**src/rtl/avl_wb_uart_bridge.sv**
```systemverilog
// Avalon-MM slave to 8-bit Wishbone master bridge for a UART register block.
// Each access is a single Wishbone cycle with a bounded wait and a response code.
module avl_wb_uart_bridge #(
  parameter int unsigned TIMEOUT = 255
) (
  input  logic        clk,
  input  logic        rst_n,
  input  logic [4:0]  avs_address,
  input  logic        avs_read,
  input  logic        avs_write,
  input  logic [31:0] avs_writedata,
  input  logic [3:0]  avs_byteenable,
  output logic        avs_waitrequest,
  output logic [31:0] avs_readdata,
  output logic        avs_readdatavalid,
  output logic [1:0]  avs_response,
  output logic [2:0]  wb_adr_o,
  output logic [7:0]  wb_dat_o,
  input  logic [7:0]  wb_dat_i,
  output logic        wb_we_o,
  output logic        wb_stb_o,
  output logic        wb_cyc_o,
  output logic [3:0]  wb_sel_o,
  input  logic        wb_ack_i
);

  localparam logic [1:0] S_IDLE = 2'd0;
  localparam logic [1:0] S_WB   = 2'd1;
  localparam logic [1:0] S_DONE = 2'd2;
  localparam logic [1:0] S_RDV  = 2'd3;

  localparam logic [15:0] TO_LAST = 16'(TIMEOUT - 1);

  logic [1:0]  state;
  logic [15:0] to_cnt;
  logic [2:0]  adr_q;
  logic [7:0]  dat_q;
  logic        we_q;
  logic [7:0]  cap_q;
  logic        err_q;
  logic [31:0] rdata_q;
  logic        timeout_hit;
  logic        unused_bits;

  assign unused_bits = ^{avs_address[1:0], avs_writedata[31:8], avs_byteenable[3:1]};
  assign timeout_hit = (to_cnt == TO_LAST);

  always_ff @(posedge clk or negedge rst_n) begin
    if (!rst_n) begin
      state   <= S_IDLE;
      to_cnt  <= '0;
      adr_q   <= '0;
      dat_q   <= '0;
      we_q    <= 1'b0;
      cap_q   <= '0;
      err_q   <= 1'b0;
      rdata_q <= '0;
    end else begin
      case (state)
        S_IDLE: begin
          to_cnt <= '0;
          if (avs_write || avs_read) begin
            adr_q <= avs_address[4:2];
            dat_q <= avs_writedata[7:0];
            we_q  <= avs_write;
            // A write with lane 0 disabled carries nothing for the UART.
            state <= (avs_write && !avs_byteenable[0]) ? S_DONE : S_WB;
          end
        end
        S_WB: begin
          if (wb_ack_i) begin
            cap_q <= wb_dat_i;
            err_q <= 1'b0;
            state <= S_DONE;
          end else if (timeout_hit) begin
            err_q <= 1'b1;
            state <= S_DONE;
          end else begin
            to_cnt <= to_cnt + 16'd1;
          end
        end
        S_DONE: begin
          if (we_q) begin
            state <= S_IDLE;
          end else begin
            rdata_q <= err_q ? 32'h0 : {24'h0, cap_q};
            state   <= S_RDV;
          end
        end
        default: state <= S_IDLE;
      endcase
    end
  end

  assign avs_waitrequest   = (state != S_DONE);
  assign avs_readdatavalid = (state == S_RDV);
  assign avs_response      = ((state == S_RDV) && err_q) ? 2'b10 : 2'b00;
  assign avs_readdata      = rdata_q;

  assign wb_stb_o = (state == S_WB);
  assign wb_cyc_o = (state == S_WB);
  assign wb_we_o  = (state == S_WB) && we_q;
  assign wb_adr_o = adr_q;
  assign wb_dat_o = dat_q;
  assign wb_sel_o = 4'b0001;

endmodule

```
**config.mk**
```make
export PLATFORM = sky130hd
export DESIGN_NAME = avl_wb_uart_bridge
export DESIGN_NICKNAME = d
export VERILOG_FILES = /design/src/rtl/avl_wb_uart_bridge.sv
export SDC_FILE = /design/constraint.sdc
export NUM_CORES = 1
export LEC_CHECK = 0
export CORE_MARGIN = 1.5
export CORE_UTILIZATION = 38
export DETAILED_ROUTE_END_ITERATION = 8
export GPL_TIMING_DRIVEN = 1
export PLACE_DENSITY = 0.81
export SLEW_MARGIN = 20
export SYNTH_ARGS = -nofsm -noshare
export SYNTH_HDL_FRONTEND = slang
export SYNTH_SLANG_ARGS = --single-unit
```
**constraint.sdc**
```tcl
create_clock -name clk -period 1.6 [get_ports clk]
set_input_delay 0.48 -clock clk [delete_from_list [all_inputs] [get_ports clk]]
set_output_delay 0.48 -clock clk [all_outputs]
set_load 0.01 [all_outputs]
```
==> impl_metrics.py <==
metrics = {
    "worst_setup_path": {
        "crit_fanout": 8,
        "worst_r2r_path_depth": 6,
        "worstSetupStartpointType": "flip-flop",
        "crit_chain": "inv_2 > ha_4 > nor4b_4 > nand4_4 > o21a_4 > a32o_1",
        "path_class": "flip-flop to flip-flop",
        "critical-path-top-delay-family": "compound AO/OA/AOI/OAI gates",
        "critPathMaxStageDelay_ns": 0.39,
        "r2r_slack_ns": -0.09,
        "cp.arrival_ns": 1.88,
        "path_buf_inv": 1,
        "end_kind": "flip-flop",
        "r2r_end": "to_cnt[6]",
        "worstPathRequired_ns": 1.80,
        "r2r-start": "to_cnt[0]",
        "cp_slowest_cell": "dfrtp_1",
        "worst-path-stages": 6,
    },
    "sta": {
        "rsz0062_at_grt": "yes",
        "finalWorstSetupSlack_ns": -0.0878,
        "finalMaxSlewViolations": 0,
        "setup_viol": 13,
        "finalCriticalPeriod_ns": 1.69,
        "skew_ns": 0.00472,
        "finalHoldViolations": 0,
        "hold_ws_ns": 0.123,
        "finalCritPeriodShare": 1.05,
        "max_freq_mhz": 592,
    },
    "synthesis": {
        "seq_area_frac_synth": 0.467,
        "ys_types": 45,
        "syn_inst": 243,
        "synth_edf_count": 0,
        "ys_warn_count": 0,
        "ys_seq_elements": 47,
        "syn_avg_cell_area_um2": 10.4,
        "synthArstFlopShare": 1.00,
        "syn_area_um2": 2520,
        "synth-main-ff-cell": "dfrtp_1",
    },
    "grt": {
        "grt_pass1_wl_um": 10100,
        "overflow": 0,
        "gr-usage-met2": 0.321,
        "first_global_vias": 2088,
        "grt_max_degree": 23,
        "met3_usage": 0.0501,
        "busiest_layer": "met2",
        "grt_usage": 0.180,
        "antenna_found_initial": 0,
        "grt_use_met1": 0.215,
    },
    "clock_tree": {
        "htree_levels": 2,
        "clk_pin_slew_ns": 0.09,
        "cts_root_buf": "clkbuf_8",
        "cts.path.max_buffers": 2,
        "cts_made_buffers": 5,
        "insertion_delay_ns": 0.30,
        "tritoncts": "done",
        "clkSinkCount": 47,
    },
    "floorplan": {
        "io_pins": 108,
        "coreArea_um2": 6390,
        "die_w_um": 84.5,
        "num_rows": 29,
        "die_area_um2": 7130,
        "initial_core_util": 0.395,
        "fp.dieH_um": 84.5,
    },
    "layout": {
        "antenna_cells": 0,
        "drive_gt1_frac": 0.341,
        "seq_area_um2": 1180,
        "fill_cells": 531,
        "multiInputGateArea_um2": 1340,
        "nNetsFinal": 393,
        "syn_to_final_growth_pct": 44.7,
        "final_util": 0.571,
    },
    "power_and_ir_drop": {
        "ir_drop_mv": 1.02,
        "leakage_uw": 0.00172,
        "p_per_area_nw_per_um2": 1460,
        "total_power_uw": 5310,
    },
    "outcome": {
        "violations": "negative setup slack",
        "status": "finished with violations",
    },
    "route": {
        "vias_per_cell": 5.06,
        "wirelength_um": 6230,
        "drt_iter0_drc": 123,
        "drc": 0,
        "ant_nets": 0,
        "num_vias": 2094,
        "first_pass_iters": 4,
        "wl_per_cell_um": 15.0,
    },
    "run": {
        "drv_cap": 0,
    },
    "min_path": {
        "min_path_type": "input port to async pin",
    },
    "placed_design": {
        "portBuffers": 49,
        "globalplace.congestion": 0.891,
        "pre_cts_ws_ns": -0.399,
        "place_hpwl_um": 4240,
    },
}
## how the worst max path moves through the flow
stage / end / from / slack, ns
2_1_floorplan: to_cnt[10] / to_cnt[1] / -0.02
3_3_place_gp: to_cnt[10] / wb_ack_i / -0.36
3_5_place_dp: to_cnt[10] / wb_ack_i / -0.40
4_1_cts: to_cnt[6] / to_cnt[0] / -0.1
5_1_grt: to_cnt[6] / to_cnt[0] / -0.16
6_report: to_cnt[6] / to_cnt[0] / -0.09
## sequential cells by signal, indices dropped and copies added, names as in the netlist
register and count:
avs_readdata 8, cap_q 8, err_q 1, state 2, to_cnt 16, wb_adr_o 3, wb_dat_o 8, we_q 1
## cells by family after synthesis
group,Yosys count,synth area share
flops,47,0.467
mux,22,0.0978
compound gates,49,0.130
buf+inv,50,0.125
fa+ha+maj,2,0.00992
other cells,2,0.00298
simple gates,71,0.169
## routing by layer
layer,wire [µm],share of wire
met5,0,0
met4,70,0.011
met3,358,0.057
met2,3290,0.53
met1,2510,0.40
## through the flow
stage | cells | setup TNS (ns) | instance area (µm²)
after floorplan | 270 | -0.0208 | 2650
after global placement | 398 | -8.38 | 3280
after detailed placement | 398 | -9.10 | 3280
after CTS | 411 | -0.250 | 3530
after global routing | 414 | -1.93 | 3650
final | 414 | -0.324 | 3650
## area by class of cell
type / count / area share
Multi-Input combinational cell: 174 / 0.368
Sequential cell: 47 / 0.323
Timing Repair Buffer: 98 / 0.241
Tap cell: 77 / 0.0264
Clock buffer: 5 / 0.0189
Inverter: 11 / 0.0127
Clock inverter: 2 / 0.0103
## where the power goes
part           internal, µW  switching [µW]
Combinational          1430            1170
Sequential             1590             241
Clock                   457             421
## synthesized netlist by cell type, types with 2 or more instances
cell type | instances | area, µm²
dfrtp_1 | 47 | 1180
buf_4 | 30 | 225
mux2_2 | 21 | 236
nand2_1 | 17 | 63.8
o21ai_0 | 14 | 70.1
nand2b_1 | 11 | 68.8
a31oi_1 | 10 | 62.6
inv_1 | 10 | 37.5
nand3_1 | 7 | 35.0
nor2_1 | 7 | 26.3
a21oi_1 | 5 | 25.0
buf_2 | 5 | 25.0
nor3_1 | 5 | 25.0
and3_1 | 4 | 25.0
nand4_1 | 4 | 25.0
o21a_1 | 4 | 30.0
and2_1 | 3 | 18.8
clkbuf_1 | 3 | 11.3
nor4_1 | 3 | 18.8
o211ai_1 | 3 | 22.5
a21boi_0 | 2 | 15.0
a22o_1 | 2 | 17.5
conb_1 | 2 | 7.51
ha_1 | 2 | 25.0
o221ai_1 | 2 | 17.5
## timing repair
action / CTS / global route
hold buffers: 0 / 0
endpoints found under the setup margin: 44 / 36
buffers inserted: 5 / 3
gates resized for setup: 77 / 22
cloned: 1 / 0
pin swaps: 16 / 7
## placed cells by master, fill, tap and decap left out, types with 3 or more instances in the layout
master | netlist | layout
nand4_1 | 4 | 4
o211ai_1 | 3 | 3
nand2b_1 | 11 | 9
mux2_2 | 21 | 10
conb_1 | 2 | 29
nand3_1 | 7 | 6
buf_6 | 1 | 14
o21a_1 | 4 | 4
nor3_1 | 5 | 4
dlygate4sd2_1 | 0 | 20
and3_1 | 4 | 3
a21oi_1 | 5 | 4
clkbuf_8 | 0 | 5
a31oi_1 | 10 | 10
nor2_1 | 7 | 4
o21ai_0 | 14 | 14
inv_1 | 10 | 9
buf_4 | 30 | 40
mux2_4 | 0 | 11
dfrtp_1 | 47 | 46
clkdlybuf4s50_1 | 0 | 22
nand2_1 | 17 | 14
(Power assumes the default switching activity.)
